**src/rtl/hilo_div_ctrl.sv**
```systemverilog
// hilo_div_ctrl -- HI/LO register file plus sequencing for an external
// multi-cycle divider.
//
// MULT/MULTU/MTHI/MTLO retire in one cycle straight into HI/LO. DIV/DIVU
// launch the external divider, stall the front of the pipe until the
// divider reports completion, and then spend one DONE cycle with stall low.
// In that DONE cycle the divide instruction is still sitting in EX, so it
// must not be decoded a second time.
//
// Ports
//   clk, reset                 clock; synchronous active-low reset
//   op_valid, op               EX-stage HI/LO-class instruction and opcode
//   rs_data, rt_data           dividend / MTHI / MTLO source, divisor
//   prod                       combinational multiplier product
//   flush                      cancel the EX instruction (also aborts a divide)
//   stall                      hold EX and all earlier stages (combinational)
//   div_en, div_signed         divider enable and sign mode (registered)
//   div_dividend, div_divisor  divider operands (registered, stable in BUSY)
//   div_quotient, div_remainder, div_complete   divider results
//   hi, lo                     architectural HI/LO
module hilo_div_ctrl #(
    parameter int WIDTH = 32
) (
    input  logic               clk,
    input  logic               reset,
    input  logic               op_valid,
    input  logic [2:0]         op,
    input  logic [WIDTH-1:0]   rs_data,
    input  logic [WIDTH-1:0]   rt_data,
    input  logic [2*WIDTH-1:0] prod,
    input  logic               flush,
    output logic               stall,
    output logic               div_en,
    output logic               div_signed,
    output logic [WIDTH-1:0]   div_dividend,
    output logic [WIDTH-1:0]   div_divisor,
    input  logic [WIDTH-1:0]   div_quotient,
    input  logic [WIDTH-1:0]   div_remainder,
    input  logic               div_complete,
    output logic [WIDTH-1:0]   hi,
    output logic [WIDTH-1:0]   lo
);

    localparam logic [2:0] OP_DIV   = 3'd0;
    localparam logic [2:0] OP_DIVU  = 3'd1;
    localparam logic [2:0] OP_MULT  = 3'd2;
    localparam logic [2:0] OP_MULTU = 3'd3;
    localparam logic [2:0] OP_MTHI  = 3'd4;
    localparam logic [2:0] OP_MTLO  = 3'd5;

    typedef enum logic [1:0] {
        IDLE = 2'd0,
        BUSY = 2'd1,
        DONE = 2'd2
    } state_t;

    // Everything the divider sees, held as one register so the operands
    // and sign mode obviously move together.
    typedef struct packed {
        logic             en;
        logic             sgn;
        logic [WIDTH-1:0] dividend;
        logic [WIDTH-1:0] divisor;
    } div_req_t;

    state_t   state;
    div_req_t div_req;
    logic     is_div;
    logic     div_start;

    assign is_div    = op_valid && ((op == OP_DIV) || (op == OP_DIVU));
    assign div_start = (state == IDLE) && is_div && !flush;

    // Stall from the request cycle onward; the BUSY term is deliberately
    // not gated by flush so a flushed divide still holds for that cycle.
    assign stall = div_start || (state == BUSY);

    assign div_en       = div_req.en;
    assign div_signed   = div_req.sgn;
    assign div_dividend = div_req.dividend;
    assign div_divisor  = div_req.divisor;

    always_ff @(posedge clk) begin
        if (!reset) begin
            state   <= IDLE;
            hi      <= '0;
            lo      <= '0;
            div_req <= '0;
        end else begin
            case (state)
                IDLE: begin
                    if (op_valid && !flush) begin
                        case (op)
                            OP_DIV, OP_DIVU: begin
                                div_req.en       <= 1'b1;
                                div_req.sgn      <= (op == OP_DIV);
                                div_req.dividend <= rs_data;
                                div_req.divisor  <= rt_data;
                                state            <= BUSY;
                            end
                            OP_MULT, OP_MULTU: {hi, lo} <= prod;
                            OP_MTHI:           hi <= rs_data;
                            OP_MTLO:           lo <= rs_data;
                            default: ;
                        endcase
                    end
                end
                BUSY: begin
                    // Flush beats completion: the result of a cancelled
                    // divide must never reach HI/LO.
                    if (flush) begin
                        div_req.en <= 1'b0;
                        state      <= IDLE;
                    end else if (div_complete) begin
                        lo         <= div_quotient;
                        hi         <= div_remainder;
                        div_req.en <= 1'b0;
                        state      <= DONE;
                    end
                end
                // The finished divide is still in EX here; skip decode so it
                // is not re-issued. This also guarantees div_en spends at
                // least one cycle low before the next divide.
                DONE:    state <= IDLE;
                default: state <= IDLE;
            endcase
        end
    end

endmodule

```
**config.mk**
```make
export PLATFORM = sky130hd
export DESIGN_NAME = hilo_div_ctrl
export DESIGN_NICKNAME = d
export VERILOG_FILES = /design/src/rtl/hilo_div_ctrl.sv
export SDC_FILE = /design/constraint.sdc
export NUM_CORES = 1
export LEC_CHECK = 0
export CAP_MARGIN = 40
export CORE_ASPECT_RATIO = 0.7
export CORE_UTILIZATION = 35
export DETAILED_ROUTE_END_ITERATION = 10
export PLACE_DENSITY = 0.74
export SETUP_SLACK_MARGIN = 0.2
export SLEW_MARGIN = 5
export SYNTH_ARGS = -nofsm -noshare
export SYNTH_HDL_FRONTEND = slang
export SYNTH_SLANG_ARGS = --single-unit
```
**constraint.sdc**
```tcl
create_clock -name clk -period 2.11 [get_ports clk]
set_input_delay 0.422 -clock clk [delete_from_list [all_inputs] [get_ports clk]]
set_output_delay 0.422 -clock clk [all_outputs]
set_load 0.005 [all_outputs]
```
# == After elaboration in Yosys (flattened, before gate mapping) ==
# Cells that the tools add are included.
# op_classes
n_mux,20
reduce_logical,17
eq_ne,13
# op_table
operator,count
$pmux 32 s2,4
$mux 32,6
$mux 66,2
$reduce_and 5->1,2
$mux 2,4
$eq 3x2->1 const B,2
$eq 3x3->1 const B,2
$ne 3x1->1 const B,2
$reduce_and 3->1,2
$logic_and 1x1->1,4
$ne 2x1->1 const B,2
$ne 2x2->1 const B,2
$pmux 2 s2,1
$reduce_and 4->1,1
$reduce_or 2->1,2
$eq 3x1->1 const B,1
$logic_not 3->1,1
$ne 3x3->1 const B,1
$eq 2x1->1 const B,1
$logic_not 2->1,1
$logic_or 1x1->1,2
$mux 1,2
$pmux 1 s2,1
$reduce_bool 2->1,1
$logic_not 1->1,1
# word_totals
input_bits,200
reg_bits,132
elab_cells,57
output_inout_bits,131

# == Logic depth before layout (Yosys ltp) ==
# Gate-level depths: netlist of run 1.
# depth
word_depth,6
mapped_depth,7
depth_no_buf,4

# == Worst setup path before layout of run 1 ==
# Ideal clock, no wire load.
# synth_timing
kind,input-to-reg
from,in op[1]
to,reg hi[0]
setup_slack_ns,0.496
setup_ns,0.117
path_buffers,2
required_ns,1.993
cell_stages,6
arrival_ns,1.497
path_cell_list,or3b_1 buf_2 nand3_1 a21boi_1 buf_2 a22o_1
# synth_via
elab_chain_len,5
word_cells_on_any_way,9
classes_between,eq/ne (4); mux (3); reduce/logical (2)
# synth_rtl
element,line_no,text
"start, declared",27,"input logic [2:0] op,"
$eq 3x2->1,93,case (op)
$reduce_or 2->1,93,
$pmux 32 s2,93,
$mux 32,92,if (op_valid && !flush) begin
$pmux 32 s2,90,case (state)
"end signal, assigned",101,"OP_MULT, OP_MULTU: {hi, lo} <= prod;"
"end signal, assigned",102,OP_MTHI: hi <= rs_data;
"end signal, assigned",116,hi <= div_remainder;
"end, declared",40,"output logic [WIDTH-1:0] hi,"
# Several ways; a longest one is shown, not always the timed one. The select of a mux whose other input is x is not followed.
# A chain may end at the register's enable or synchronous reset.

# == Final worst setup path of run 1 ==
# layout_timing
from,reg state[0]
to,out stall
# layout_via
elab_chain_len,4
word_cells_on_any_way,5
classes_between,eq/ne (1); reduce/logical (4)
# layout_rtl
element,line_no,text
"start, declared",66,state_t state;
"start signal, assigned",85,state <= IDLE;
"start signal, assigned",99,state <= BUSY;
"start signal, assigned",113,state <= IDLE;
$logic_not 2->1,72,assign div_start = (state == IDLE) && is_div && !flush;
$logic_and 1x1->1 (2 in a row),72,
$logic_or 1x1->1 *,76,assign stall = div_start || (state == BUSY);
"end, declared",32,"output logic stall,"
# Mark *: on every way between the ends. The rest lies on a longest branch, timed or not.

==> results.md, run 1 <==
* Status: finished clean
* Post-route ant nets at 0
* Origin of the worst setup path: state[0]$_SDFFE_PN0P_
* Least-Margin Pin Slew at 573 ps
* Crit-path cells: nor2_4, nand4b_1, nand2_1, dlygate4sd2_1
* RSZ-0062 raised after global routing: no
* Layout Skew at 10.0 ps
* Fmax at 556 MHz
* Post-Place Cells at 1248
* Die X at 155 um
* DRC errors left at 0
* H-Tree Depth at 4
* Worst Hold End: div_dividend[27]$_SDFFE_PN0P_
* Leading area contributor after synthesis: dfxtp_1
* Fin cells at 1282
* Max-cap violations at 0
* Total GRT Usage at 0.262
* Final worst setup slack at 311 ps
* R2R cell count at 6
* Tmin final at 1800 ps
* Final setup violation count at 0
* DRT Pass-1 Iters at 5
* Largest cells by area after synthesis: dfxtp_1 46%, nand2_1 17%, a22o_1 9.7%
* Yosys reg bits at 132
* Hold Path Stages at 2
* Remaining global-route overflow at 0
* Initial DRC count at 418
* Via count at 6460
* Initial antenna violation count at 3
* Fill cells at 1408
* Pin count of the biggest net entering global routing at 132
* Vias in the first global route at 6227
* Die area at 17000 um2
* Mapped cell area at 5770 um2
* Power Dens Cells at 659 nW/um2
* CP Max Fanout at 4
* Rel. slew slack at 0.618
* Core region area at 15800 um2
* Synth warnings at 0
* RD Place Congestion at 0.818
* Worst endpoint required time at 1690 ps
* Startpoint Class: register
* Port Buffer Count at 330
* Overall power at 6.60 mW
* Crit. End Element: output port
* Synth-to-Final Area Change at 73.5%
* Min-delay src: div_dividend[27]$_SDFFE_PN0P_
* IO Count at 331
* Root Driver: clkbuf_16
* Average cell area after synthesis at 7.83 um2
* Clock Latency Late Sink at 410 ps
* Post-Syn Nets at 937
* Max-slew violations at 0
* WS Path Type: reg -> out
* Hold Path Class: reg -> reg
* Post-DP HPWL at 16000 um
* Arr. time, crit path at 1380 ps
* Max VDD drop at 447 uV
* Mapped Cells at 737
* Place WS at -237 ps
* Wire length per cell at 17.5 um
* Reg-to-Reg End: div_divisor[28]$_SDFFE_PN0P_
* Die Y at 109 um
* Clock sinks at 132
* Worst r2r src: state[1]$_SDFFE_PN0P_
* Flop2flop setup slack at 360 ps
* Nets@finish at 1247
* First-pass GRT wire length at 33900 um
* Clock tree buffer depth at 2
* Cts bufs inserted at 17
* Yosys cell types at 27
* Site row count at 38
* Layout cells sized above 1 at 0.0642
* Hold Fails Final Rpt at 0
* Vias per inst at 5.04
* Pleak at 3.82 nW
* Starting Density at 0.366
* Clk pin slew, worst setup/hold paths at 60 ps
* Final wirelength at 22400 um
* Synth top area share at 0.458
* CTS tree: yes
* Final period util at 0.853
* CP max stage delay at 360 ps
* Sequential fraction of the synthesis area at 0.458
* Slowest cell on crit path: dfxtp_2
worst max-delay path: cells and delay by family (launching register included):
family	cells	cell delay (ps)
buf+inv	1	250
flops	1	360
simple gates	3	360
final cells by class:
| class | instances | area [um2] | share of cell area |
|---|---|---|---|
| repair buffers | 355 | 3600 | 0.360 |
| flip-flops and latches | 132 | 2640 | 0.264 |
| well taps | 220 | 275 | 0.0275 |
| multi-input cells | 541 | 2880 | 0.288 |
| clock buffers | 19 | 453 | 0.0452 |
| clock inverters | 13 | 149 | 0.0149 |
| diodes | 2 | 5.00 | 0.000500 |
repair_timing:
item | 4_1_cts | 5_1_grt
hold buffers | 0 | 0
buffers inserted | 0 | 0
gates resized for setup | 7 | 0
setup endpoints to repair | 3 | 0
synth_stat cells:
cell / n
nor3b_2: 1
nand2_1: 259
a31oi_1: 64
dfxtp_1: 132
nor3_2: 1
and4b_1: 1
and3b_1: 1
a21boi_1: 67
buf_2: 19
or3_1: 1
a22o_1: 64
nor3_1: 2
buf_1: 3
mux2i_1: 1
clkbuf_1: 38
or3b_1: 1
nor2_1: 67
a21boi_2: 1
buf_4: 1
o21ai_1: 1
nand3_1: 2
o21a_1: 1
and3_1: 2
nand4b_1: 1
nand2b_1: 2
nand3b_1: 1
buf_6: 3
through the flow:
step / TNS, ps / utilization / hold WS (ps) / instance area [um2]
after detailed placement: -12530 / 0.595 / 445 / 9400
after global placement: -17050 / 0.594 / 439 / 9370
after floorplan: 0 / - / 447 / 5770
final: 0 / 0.634 / 450 / 10000
after global routing: 0 / 0.634 / 466 / 10000
after CTS: 0 / 0.634 / 453 / 10000
cells by family after synthesis:
family	count (synthesis)	synth area share
simple gates	342	0.232
compound gates	198	0.258
flops	132	0.458
buf+inv	64	0.0503
mux	1	0.00173
where the power goes:
group | total (mW) | switching (mW) | internal (mW)
clock | 3.01 | 1.19 | 1.82
sequential | 2.60 | 0.0385 | 2.56
combinational | 0.988 | 0.373 | 0.615
total | 6.60 | 1.60 | 5.00
layout by cell type, fill, tap and decap left out, types with 2 or more instances in the layout:
cell type / Yosys / layout
nand3_1: 2 / 2
nand2_1: 259 / 259
and3_1: 2 / 2
a22o_1: 64 / 64
a31oi_1: 64 / 64
clkdlybuf4s50_1: 0 / 326
buf_12: 0 / 8
clkbuf_8: 0 / 2
clkinvlp_4: 0 / 3
clkinv_4: 0 / 4
a21boi_4: 0 / 2
buf_4: 1 / 16
a21boi_1: 67 / 66
dlygate4sd2_1: 0 / 3
bufinv_16: 0 / 2
clkbuf_16: 0 / 17
nor2_1: 67 / 65
dfxtp_1: 132 / 131
inv_6: 0 / 3
nor3_1: 2 / 2
diode_2: 0 / 2
how the worst max path moves through the flow:
| stage | end | slack [ps] | cells after the start |
|---|---|---|---|
| 3_3_place_gp | hi[21]$_SDFFE_PN0P_ | -310 | 5 |
| 4_1_cts | stall | 300 | 4 |
| 2_1_floorplan | hi[0]$_SDFFE_PN0P_ | 500 | 6 |
| 5_1_grt | div_divisor[14]$_SDFFE_PN0P_ | 200 | 6 |
| 3_5_place_dp | div_divisor[28]$_SDFFE_PN0P_ | -240 | 7 |
| 6_report | stall | 310 | 4 |
sequential cells by signal (all words and copies together) (netlist names):
name and count:
div_dividend 32, div_divisor 32, div_en 1, div_signed 1, hi 32, lo 32
state 2
metal layers:
metal | wire length (um) | share of wire | GRT usage | vias up
met5 | 10 | 0.00045 | 0 | -
met4 | 487 | 0.022 | 0.0868 | 2
met3 | 2000 | 0.089 | 0.0899 | 35
met2 | 10200 | 0.46 | 0.430 | 271
met1 | 9690 | 0.43 | 0.323 | 3013
li1 | - | - | - | 3139
No activity file was read; power rests on OpenSTA's default activity.
==> run 2: changes to the inputs <==
--- a/config.mk
+++ b/config.mk
@@ -7,6 +7,7 @@
 export LEC_CHECK = 0
 export CAP_MARGIN = 40
 export CORE_ASPECT_RATIO = 0.7
+export CORE_MARGIN = 8
 export CORE_UTILIZATION = 35
 export DETAILED_ROUTE_END_ITERATION = 10
 export PLACE_DENSITY = 0.74
==> results.md, run 2 (synthesis results as in run 1) <==
* Status: finished clean
* Site row count at 39
* Max VDD drop at 431 uV
* Max-slew violations at 0
* Fin cells at 1285
* Crit-path cells: clkdlybuf4s50_1, nand4b_1, nand2_1, clkdlybuf4s15_2
* Origin of the worst setup path: op_valid
* Cts bufs inserted at 17
* Final period util at 0.869
* Initial DRC count at 418
* CP max stage delay at 510 ps
* Final wirelength at 24900 um
* H-Tree Depth at 4
* Arr. time, crit path at 1410 ps
* Root Driver: clkbuf_16
* Metal3 WL at 2790 um
* Final setup violation count at 0
* CP Max Fanout at 3
* DRT Pass-1 Iters at 5
* Register Area at 2640 um2
* Hold Path Class: reg -> reg
* Wire length on met2 at 11500 um
* Crit. End Element: output port
* Met1 wire length at 10500 um
* R2R cell count at 6
* Commonest non-fill, non-tap cells in the layout: 326 x clkdlybuf4s50_1, 259 x nand2_1, 131 x dfxtp_1, 66 x a21boi_1, 65 x nor2_1
* Pin count of the biggest net entering global routing at 132
* Clock Latency Late Sink at 410 ps
* Port Buffer Count at 330
* Post-route ant nets at 0
* Fmax at 545 MHz
* Worst Path Buf+Inv at 2
* Clock tree buffer depth at 2
* Max-cap violations at 0
* Via count at 6478
* WS Path Type: in -> out
* Least-Margin Pin Slew at 558 ps
* Synth-to-Final Area Change at 74.2%
* Worst endpoint required time at 1690 ps
* Startpoint Class: input pin
* Final worst setup slack at 276 ps
* Die area at 20900 um2
* Rel. slew slack at 0.628
* Die X at 169 um
* DR top layer: met4
* Die Y at 123 um
* Leading cell type in the layout, fill and taps excluded: clkdlybuf4s50_1
* Pleak at 3.84 nW
* Remaining global-route overflow at 0
* Post-Place Cells at 1252
* CP top delay family: buffers and inverters
* Layout Skew at 5.79 ps
* Place WS at -347 ps
* DRC errors left at 0
* Core region area at 16200 um2
* Tmin final at 1830 ps
* IO Count at 331
* Crit path to: stall
* Flop2flop setup slack at 470 ps
* CTS tree: yes
* Vias in the first global route at 6224
* Layout Utilization at 0.619
* Starting Density at 0.355
* Reg-to-Reg End: div_divisor[24]$_SDFFE_PN0P_
* Nets@finish at 1247
* Fill cells at 1417
* Hold Fails Final Rpt at 0
* Total GRT Usage at 0.227
* Post-DP HPWL at 18000 um
* Worst r2r src: state[1]$_SDFFE_PN0P_
* Multi-input gate area at 2880 um2
* Slowest cell on crit path: clkdlybuf4s50_1
* First-pass GRT wire length at 36600 um
* CP Depth at 4
* RD Place Congestion at 0.834
* Layout cells sized above 1 at 0.0623
* Power Dens Cells at 671 nW/um2
* Clk pin slew, worst setup/hold paths at 60 ps
* Vias per inst at 5.04
* Initial antenna violation count at 1
* Wire length per cell at 19.4 um
* Clock sinks at 132
* RSZ-0062 raised after global routing: no
==> run 2: changes by cell type in the layout (fill, tap and decap cells not counted), sizes merged <==
cell           delta
clkdlybuf4s15     +1
clkinvlp          -1
inv               -2
bufinv            +2
diode             -1
dlygate4sd2       -1
==> run 2: stage by stage <==
stage / hold WS [ps] / power (mW) / area (um2) / TNS [ps]
floorplan: 447 / 2.97 / 5770 / 0
global placement: 439 / 3.65 / 9410 / -12110
detailed placement: 444 / 3.65 / 9410 / -17260
CTS: 452 / 6.82 / 10000 / 0
global route: 472 / 7.00 / 10100 / 0
finish: 451 / 6.74 / 10100 / 0
==> run 2: final cells by class <==
type / count / share of cell area
Antenna cell: 1 / 0.000249
Clock buffer: 19 / 0.0441
Clock inverter: 12 / 0.0179
Multi-Input combinational cell: 541 / 0.286
Sequential cell: 132 / 0.263
Tap cell: 225 / 0.0280
Timing Repair Buffer: 355 / 0.361
==> run 2: worst min-delay path, delay by kind of cell (launching register included) <==
family          cells  cell delay, ps
simple gates        1              50
compound gates      1              50
flops               1             310
==> run 2: worst min-delay path by stage <==
stage                             startpoint                            end  slack (ps)  depth (start not counted)
6_report         div_divisor[8]$_SDFFE_PN0P_    div_divisor[8]$_SDFFE_PN0P_         450                          2
5_1_grt          div_divisor[8]$_SDFFE_PN0P_    div_divisor[8]$_SDFFE_PN0P_         470                          2
4_1_cts         div_dividend[7]$_SDFFE_PN0P_   div_dividend[7]$_SDFFE_PN0P_         450                          2
3_5_place_dp   div_dividend[29]$_SDFFE_PN0P_  div_dividend[29]$_SDFFE_PN0P_         440                          2
3_3_place_gp    div_dividend[8]$_SDFFE_PN0P_   div_dividend[8]$_SDFFE_PN0P_         440                          2
2_1_floorplan        div_signed$_SDFFE_PN0P_        div_signed$_SDFFE_PN0P_         450                          2
==> run 2: repair_timing <==
item | in CTS | in global routing
hold buffers | 0 | 0
gates resized for setup | 6 | 3
buffers inserted | 0 | 1
setup endpoints to repair | 39 | 38
pin swaps | 0 | 2
==> run 2: where the power goes <==
| part | switching [mW] | internal [mW] | total, mW |
|---|---|---|---|
| registers | 0.0388 | 2.56 | 2.60 |
| clock network | 1.13 | 2.01 | 3.14 |
| logic | 0.379 | 0.619 | 0.998 |
| total | 1.55 | 5.19 | 6.74 |
==> run 2: routing by layer <==
metal | GRT usage | vias to the layer above
met1 | 0.276 | 3055
met4 | 0.0529 | 0
li1 | - | 3136
met2 | 0.361 | 272
met3 | 0.105 | 15
met5 | 0 | -
